File: src/rtl/cpu_pkg.sv
// Shared constants, ALU op encodings and pipeline tag type for the operand/write-back end.
package cpu_pkg;

  localparam int unsigned WIDTH = 32;
  localparam int unsigned NREG  = 32;
  localparam int unsigned AW    = 5;

  // 3-bit ALU operation select carried on S.
  typedef enum logic [2:0] {
    OpAdd  = 3'd0,
    OpSub  = 3'd1,
    OpAnd  = 3'd2,
    OpOr   = 3'd3,
    OpXor  = 3'd4,
    OpSll  = 3'd5,
    OpSrl  = 3'd6,
    OpPass = 3'd7
  } alu_op_e;

  // In-flight instruction tag: a bubble carries valid=0 and dest=0.
  typedef struct packed {
    logic          valid;
    logic [AW-1:0] dest;
  } pipe_tag_t;

  // True when source x is produced by the tagged in-flight instruction; r0 never matches.
  function automatic logic tag_hit(input logic [AW-1:0] x, input pipe_tag_t t);
    return t.valid && (t.dest == x) && (x != '0);
  endfunction

endpackage

File: src/rtl/regfile_2r1w.sv
// Register file: two asynchronous read ports, one synchronous write port, r0 fixed at zero.
module regfile_2r1w #(
  parameter int unsigned Width = 32,
  parameter int unsigned NReg  = 32,
  parameter int unsigned AddrW = 5
) (
  input  logic             clk,
  input  logic             rst_n,
  input  logic [AddrW-1:0] ra,
  input  logic [AddrW-1:0] rb,
  output logic [Width-1:0] rdata_a,
  output logic [Width-1:0] rdata_b,
  input  logic             we,
  input  logic [AddrW-1:0] waddr,
  input  logic [Width-1:0] wdata
);

  logic [Width-1:0] mem [NReg];

  // Storage: cleared on reset, written on posedge; writes to r0 are dropped.
  always_ff @(posedge clk or negedge rst_n) begin
    if (!rst_n) begin
      for (int i = 0; i < NReg; i++) begin
        mem[i] <= '0;
      end
    end else if (we && (waddr != '0)) begin
      mem[waddr] <= wdata;
    end
  end

  // Read ports: r0 always returns zero.
  always_comb begin
    rdata_a = (ra == '0) ? '0 : mem[ra];
    rdata_b = (rb == '0) ? '0 : mem[rb];
  end

endmodule

File: src/rtl/regbank_pipe.sv
// Operand supply and write-back end of the ALU pipeline: reads sources, forwards the
// result currently on dbus, stalls on older in-flight producers, and writes results back.
module regbank_pipe
  import cpu_pkg::*;
(
  input  logic             clk,
  input  logic             rst_n,
  input  logic             iss_valid,
  input  logic [AW-1:0]    rsa,
  input  logic [AW-1:0]    rsb,
  input  logic [AW-1:0]    rd,
  input  logic [2:0]       op,
  output logic             stall,
  output logic [WIDTH-1:0] abus,
  output logic [WIDTH-1:0] bbus,
  output logic [2:0]       S,
  input  logic [WIDTH-1:0] dbus,
  output logic             wb_valid,
  output logic [AW-1:0]    wb_addr
);

  pipe_tag_t        s1, s2, s3;
  logic [WIDTH-1:0] rf_a, rf_b;
  logic [WIDTH-1:0] opnd_a, opnd_b;
  logic [2:0]       op_q;
  logic             issue;

  regfile_2r1w #(
    .Width (WIDTH),
    .NReg  (NREG),
    .AddrW (AW)
  ) u_regfile (
    .clk     (clk),
    .rst_n   (rst_n),
    .ra      (rsa),
    .rb      (rsb),
    .rdata_a (rf_a),
    .rdata_b (rf_b),
    .we      (s3.valid),
    .waddr   (s3.dest),
    .wdata   (dbus)
  );

  // Hazard detect: a source produced by s1 or s2 is not yet on dbus, so refuse the issue.
  // s3 is excluded because its result is forwarded from dbus this cycle.
  always_comb begin
    stall = iss_valid && (tag_hit(rsa, s1) || tag_hit(rsa, s2) ||
                          tag_hit(rsb, s1) || tag_hit(rsb, s2));
    issue = iss_valid && !stall;
  end

  // Forward mux: r0 is zero; a source written back at this same edge takes dbus.
  always_comb begin
    opnd_a = rf_a;
    opnd_b = rf_b;
    if (rsa == '0) begin
      opnd_a = '0;
    end else if (tag_hit(rsa, s3)) begin
      opnd_a = dbus;
    end
    if (rsb == '0) begin
      opnd_b = '0;
    end else if (tag_hit(rsb, s3)) begin
      opnd_b = dbus;
    end
  end

  // Tag shift register: stalls and idle cycles inject a bubble at s1.
  always_ff @(posedge clk or negedge rst_n) begin
    if (!rst_n) begin
      s1 <= '0;
      s2 <= '0;
      s3 <= '0;
    end else begin
      s1 <= issue ? '{valid: 1'b1, dest: rd} : '0;
      s2 <= s1;
      s3 <= s2;
    end
  end

  // Operand and op registers: load only on an accepted issue, otherwise hold.
  always_ff @(posedge clk or negedge rst_n) begin
    if (!rst_n) begin
      abus <= '0;
      bbus <= '0;
      op_q <= '0;
    end else if (issue) begin
      abus <= opnd_a;
      bbus <= opnd_b;
      op_q <= op;
    end
  end

  // S lags op by one more edge so it is valid when the ALU stage latches abus/bbus.
  always_ff @(posedge clk or negedge rst_n) begin
    if (!rst_n) begin
      S <= '0;
    end else begin
      S <= op_q;
    end
  end

  assign wb_valid = s3.valid;
  assign wb_addr  = s3.dest;

endmodule

File: config.mk
export PLATFORM = sky130hd
export DESIGN_NAME = regbank_pipe
export DESIGN_NICKNAME = d
export VERILOG_FILES = /design/src/rtl/cpu_pkg.sv /design/src/rtl/regfile_2r1w.sv /design/src/rtl/regbank_pipe.sv
export SDC_FILE = /design/constraint.sdc
export NUM_CORES = 2
export LEC_CHECK = 0
export CELL_PAD_IN_SITES_DETAIL_PLACEMENT = 2
export CELL_PAD_IN_SITES_GLOBAL_PLACEMENT = 2
export CORE_MARGIN = 2
export CORE_UTILIZATION = 46
export CTS_CLUSTER_DIAMETER = 100
export DETAILED_ROUTE_END_ITERATION = 7
export GPL_TIMING_DRIVEN = 0
export PLACE_DENSITY = 0.79
export SETUP_SLACK_MARGIN = 0.3
export SLEW_MARGIN = 25
export SYNTH_ARGS = -nofsm -noshare
export SYNTH_HDL_FRONTEND = slang
export SYNTH_HIERARCHICAL = 1
export SYNTH_SLANG_ARGS = --single-unit
File: constraint.sdc
create_clock -name clk -period 2.6 [get_ports clk]
set_clock_uncertainty 0.1 [all_clocks]
set_input_delay 0.39 -clock clk [delete_from_list [all_inputs] [get_ports clk]]
set_output_delay 0.39 -clock clk [all_outputs]
set_load 0.01 [all_outputs]
==> impl_metrics.env <==
export IMPL_fill_cells=11000
export IMPL_finalWeightedCongestion=0.991
export IMPL_wl_per_cell_um=53.9
export IMPL_cts_tree="done"
export IMPL_numCtsBuffers=134
export IMPL_rsz0062_at_grt="yes"
export IMPL_nets=4481
export IMPL_start_util=0.463
export IMPL_synth_xor_area_frac=0.00446
export IMPL_r2r_slack_ps=-690
export IMPL_syn_nets=4127
export IMPL_cap_violations=0
export IMPL_cts_buffer_depth=3
export IMPL_drt_wl_total_mm=335
export IMPL_postLayoutCoreUtil=0.554
export IMPL_finalMaxSlewViolations=0
export IMPL_worst_pin_slew_ps=1200
export IMPL_p_int_uw=38700
export IMPL_io_pins=127
export IMPL_cp_start_kind="input port"
export IMPL_reg2reg_from="s2[0]"
export IMPL_netlist_area_um2=58900
export IMPL_p_seq_frac=0.412
export IMPL_antenna_found_initial=33
export IMPL_ys_seq_area_frac=0.472
export IMPL_grt_max_degree=136
export IMPL_die_w_um=362
export IMPL_setup_slack_ps=-809
export IMPL_drc=0
export IMPL_slew_headroom=0.199
export IMPL_grtUsageTotal=0.491
export IMPL_seqCellArea_um2=27900
export IMPL_clk_latency_ps=840
export IMPL_clkPwrFrac=0.356
export IMPL_yosys_warnings=6
export IMPL_path_clk_slew_ps=60
export IMPL_drive_above_1_share=0.497
export IMPL_drt_iter0_markers=7573
export IMPL_overflow=0
export IMPL_holdCritPathClass="input port to async pin"
export IMPL_core_area_um2=127000
export IMPL_die_area_um2=131000
export IMPL_io_buffers=126
export IMPL_ys_types=55
export IMPL_swShare=0.331
export IMPL_ys_flop_type="dfrtp_1"
export IMPL_r2r_cells=14
export IMPL_synth_top_family_by_area="multiplexers"
export IMPL_synth_adder_area_share=0
export IMPL_grt_pass1_vias=50300
export IMPL_via_count=48900
export IMPL_hold_violations=320
export IMPL_leakage_uw=0.0303
export IMPL_critPathMaxFanout=10
export IMPL_rows=131
export IMPL_final_cell_area_um2=70600
export IMPL_setup_viol=74
export IMPL_dp_hpwl_mm=199
export IMPL_p_switching_uw=19200
export IMPL_total_power_uw=57900
export IMPL_synth_edf_count=0
export IMPL_ir_worst_vdd_mv=0.788
export IMPL_fmax_mhz=293
export IMPL_syn2layout_area_growth_pct=19.7
export IMPL_avgSynthCellArea_um2=14.5
export IMPL_cp_required_ps=3150
export IMPL_status="finished, violations left"
export IMPL_worstSetupPathType="input port to register"
export IMPL_cts_sinks=1112
export IMPL_synth_seq_cells=1112
export IMPL_cts_root_buf="clkbuf_16"
export IMPL_grt_pass1_wl_mm=437
export IMPL_firstDrtPassIters=8
export IMPL_htreeDepth=4
export IMPL_synthSimpleGateAreaFrac=0.0248
export IMPL_period_minus_slack_ps=3410
export IMPL_vias_per_cell=7.86
export IMPL_p_comb_frac=0.232
export IMPL_drtAntennaViolNets=0
export IMPL_cp_end_kind="register"
export IMPL_hold_ws_ps=-649
export IMPL_muxShareOfSynthArea=0.409
export IMPL_finalCritPeriodShare=1.31
export IMPL_syn_inst=4074
export IMPL_failed_checks="negative hold slack, negative setup slack"
export IMPL_reg2reg_to="bbus[22]"
export IMPL_placement_cell_area_um2=63200
export IMPL_power_density_nw_per_um2=820
export IMPL_synth_compound_gate_area_share=0.0519
export IMPL_die_y_um=362
export IMPL_multi_input_area_um2=29900
export IMPL_async_reset_ff_frac=1.00
export IMPL_critPathArrivalTime_ps=3960
-- cells in the mapped netlist, drive strengths merged (53+ instances only) --
| library cell | instances | area (um2) |
|---|---|---|
| dfrtp | 1112 | 27800 |
| mux2 | 1069 | 12200 |
| mux4 | 404 | 9100 |
| mux2i | 282 | 2820 |
| clkbuf | 250 | 943 |
| buf | 210 | 1260 |
| nand2 | 89 | 334 |
| o21ai | 67 | 335 |
| a22oi | 66 | 495 |
| a22o | 54 | 473 |
| a211oi | 53 | 398 |
-- layout by cell type, fill, tap and decap left out, types with 37 or more instances in the layout --
| cell | n |
|---|---|
| clkbuf_8 | 46 |
| nor3_1 | 37 |
| mux4_2 | 404 |
| nor2b_1 | 41 |
| buf_4 | 108 |
| clkdlybuf4s50_1 | 98 |
| clkbuf_1 | 175 |
| mux2_2 | 1016 |
| clkbuf_16 | 140 |
| a22o_1 | 54 |
| buf_12 | 39 |
| clkbuf_4 | 41 |
| mux2_4 | 44 |
| clkbuf_2 | 58 |
| a211oi_1 | 43 |
| a22oi_1 | 66 |
| buf_6 | 57 |
| nand2_1 | 80 |
| dfrtp_1 | 1092 |
| buf_2 | 49 |
| mux2i_1 | 282 |
| o21ai_0 | 51 |
| o22ai_1 | 47 |
-- repair_timing --
action,4_1_cts,5_1_grt
endpoints found under the hold margin,361,250
gates resized for setup,633,144
pin swaps,15,17
setup endpoints to repair,1070,955
gates cloned,4,2
setup buffers,43,15
-- metrics by stage --
stage	hold WS [ps]	setup WS [ps]	instances	TNS [ps]
floorplan	-5.59	199	4074	0
global placement	259	-51310	5862	-
detailed placement	226	-2480	5888	-492330
CTS	-619	-493	6178	-25790
global route	-618	-699	6198	-44060
finish	-649	-809	6226	-43990
-- critical path, stage by stage --
cell	delay [ps]
dlygate4sd2_1	450
buf_4	350
or3b_1	190
clkbuf_2	400
clkbuf_2	740
o221ai_1	300
a211oi_2	600
nor3_1	150
mux2i_1	250
o31ai_2	110
-- per-layer routing --
metal  vias up  global-route usage  wire, um  share of wire
met5         -                   0       287        0.00086
met3      1849               0.251     51400           0.15
met4        24               0.367     32700          0.097
met1     25700               0.580    114000           0.34
li1      16400                   -         -              -
met2      5029               0.680    137000           0.41
-- power by group through the flow --
stage | sequential [uW] | clock, uW | combinational, uW
floorplan | 22200 | 0 | 7280
global placement | 23100 | 0 | 10600
detailed placement | 23300 | 0 | 11400
CTS | 23100 | 20100 | 12100
global route | 23900 | 21100 | 13600
finish | 23800 | 20600 | 13400
-- cell type report --
cell class              count  share of cell area
inverters                   8            0.000443
well taps                1662              0.0295
multi-input cells        2494               0.424
flip-flops and latches   1112               0.395
repair buffers            218              0.0363
plain buffers             460              0.0489
diodes                     29             0.00103
clock buffers             203              0.0575
clock inverters            40             0.00754
-- cells by family after synthesis --
logic type      Yosys count
mux                    1755
flops                  1112
buf+inv                 468
compound gates          426
simple gates            283
xor+xnor                 30
-- state kept, by name, indices dropped and copies added, names as in the netlist --
register and flops:
abus 32, wb_valid 1, op_q 3, bbus 32, s2 6, wb_addr 5, u_regfile/mem 1024, S 3
s1 6
-- how the worst max path moves through the flow --
| stage | from | endpoint | depth (start not counted) |
|---|---|---|---|
| CTS | s1[1] | stall | 7 |
| floorplan | rsa[1] | bbus[0] | 8 |
| detailed placement | rsb[2] | bbus[5] | 12 |
| global placement | rst_n | u_regfile/mem[812] | 1 |
| finish | rsa[3] | abus[1] | 10 |
| global route | s1[1] | bbus[7] | 15 |
(Power assumes the default switching activity.)
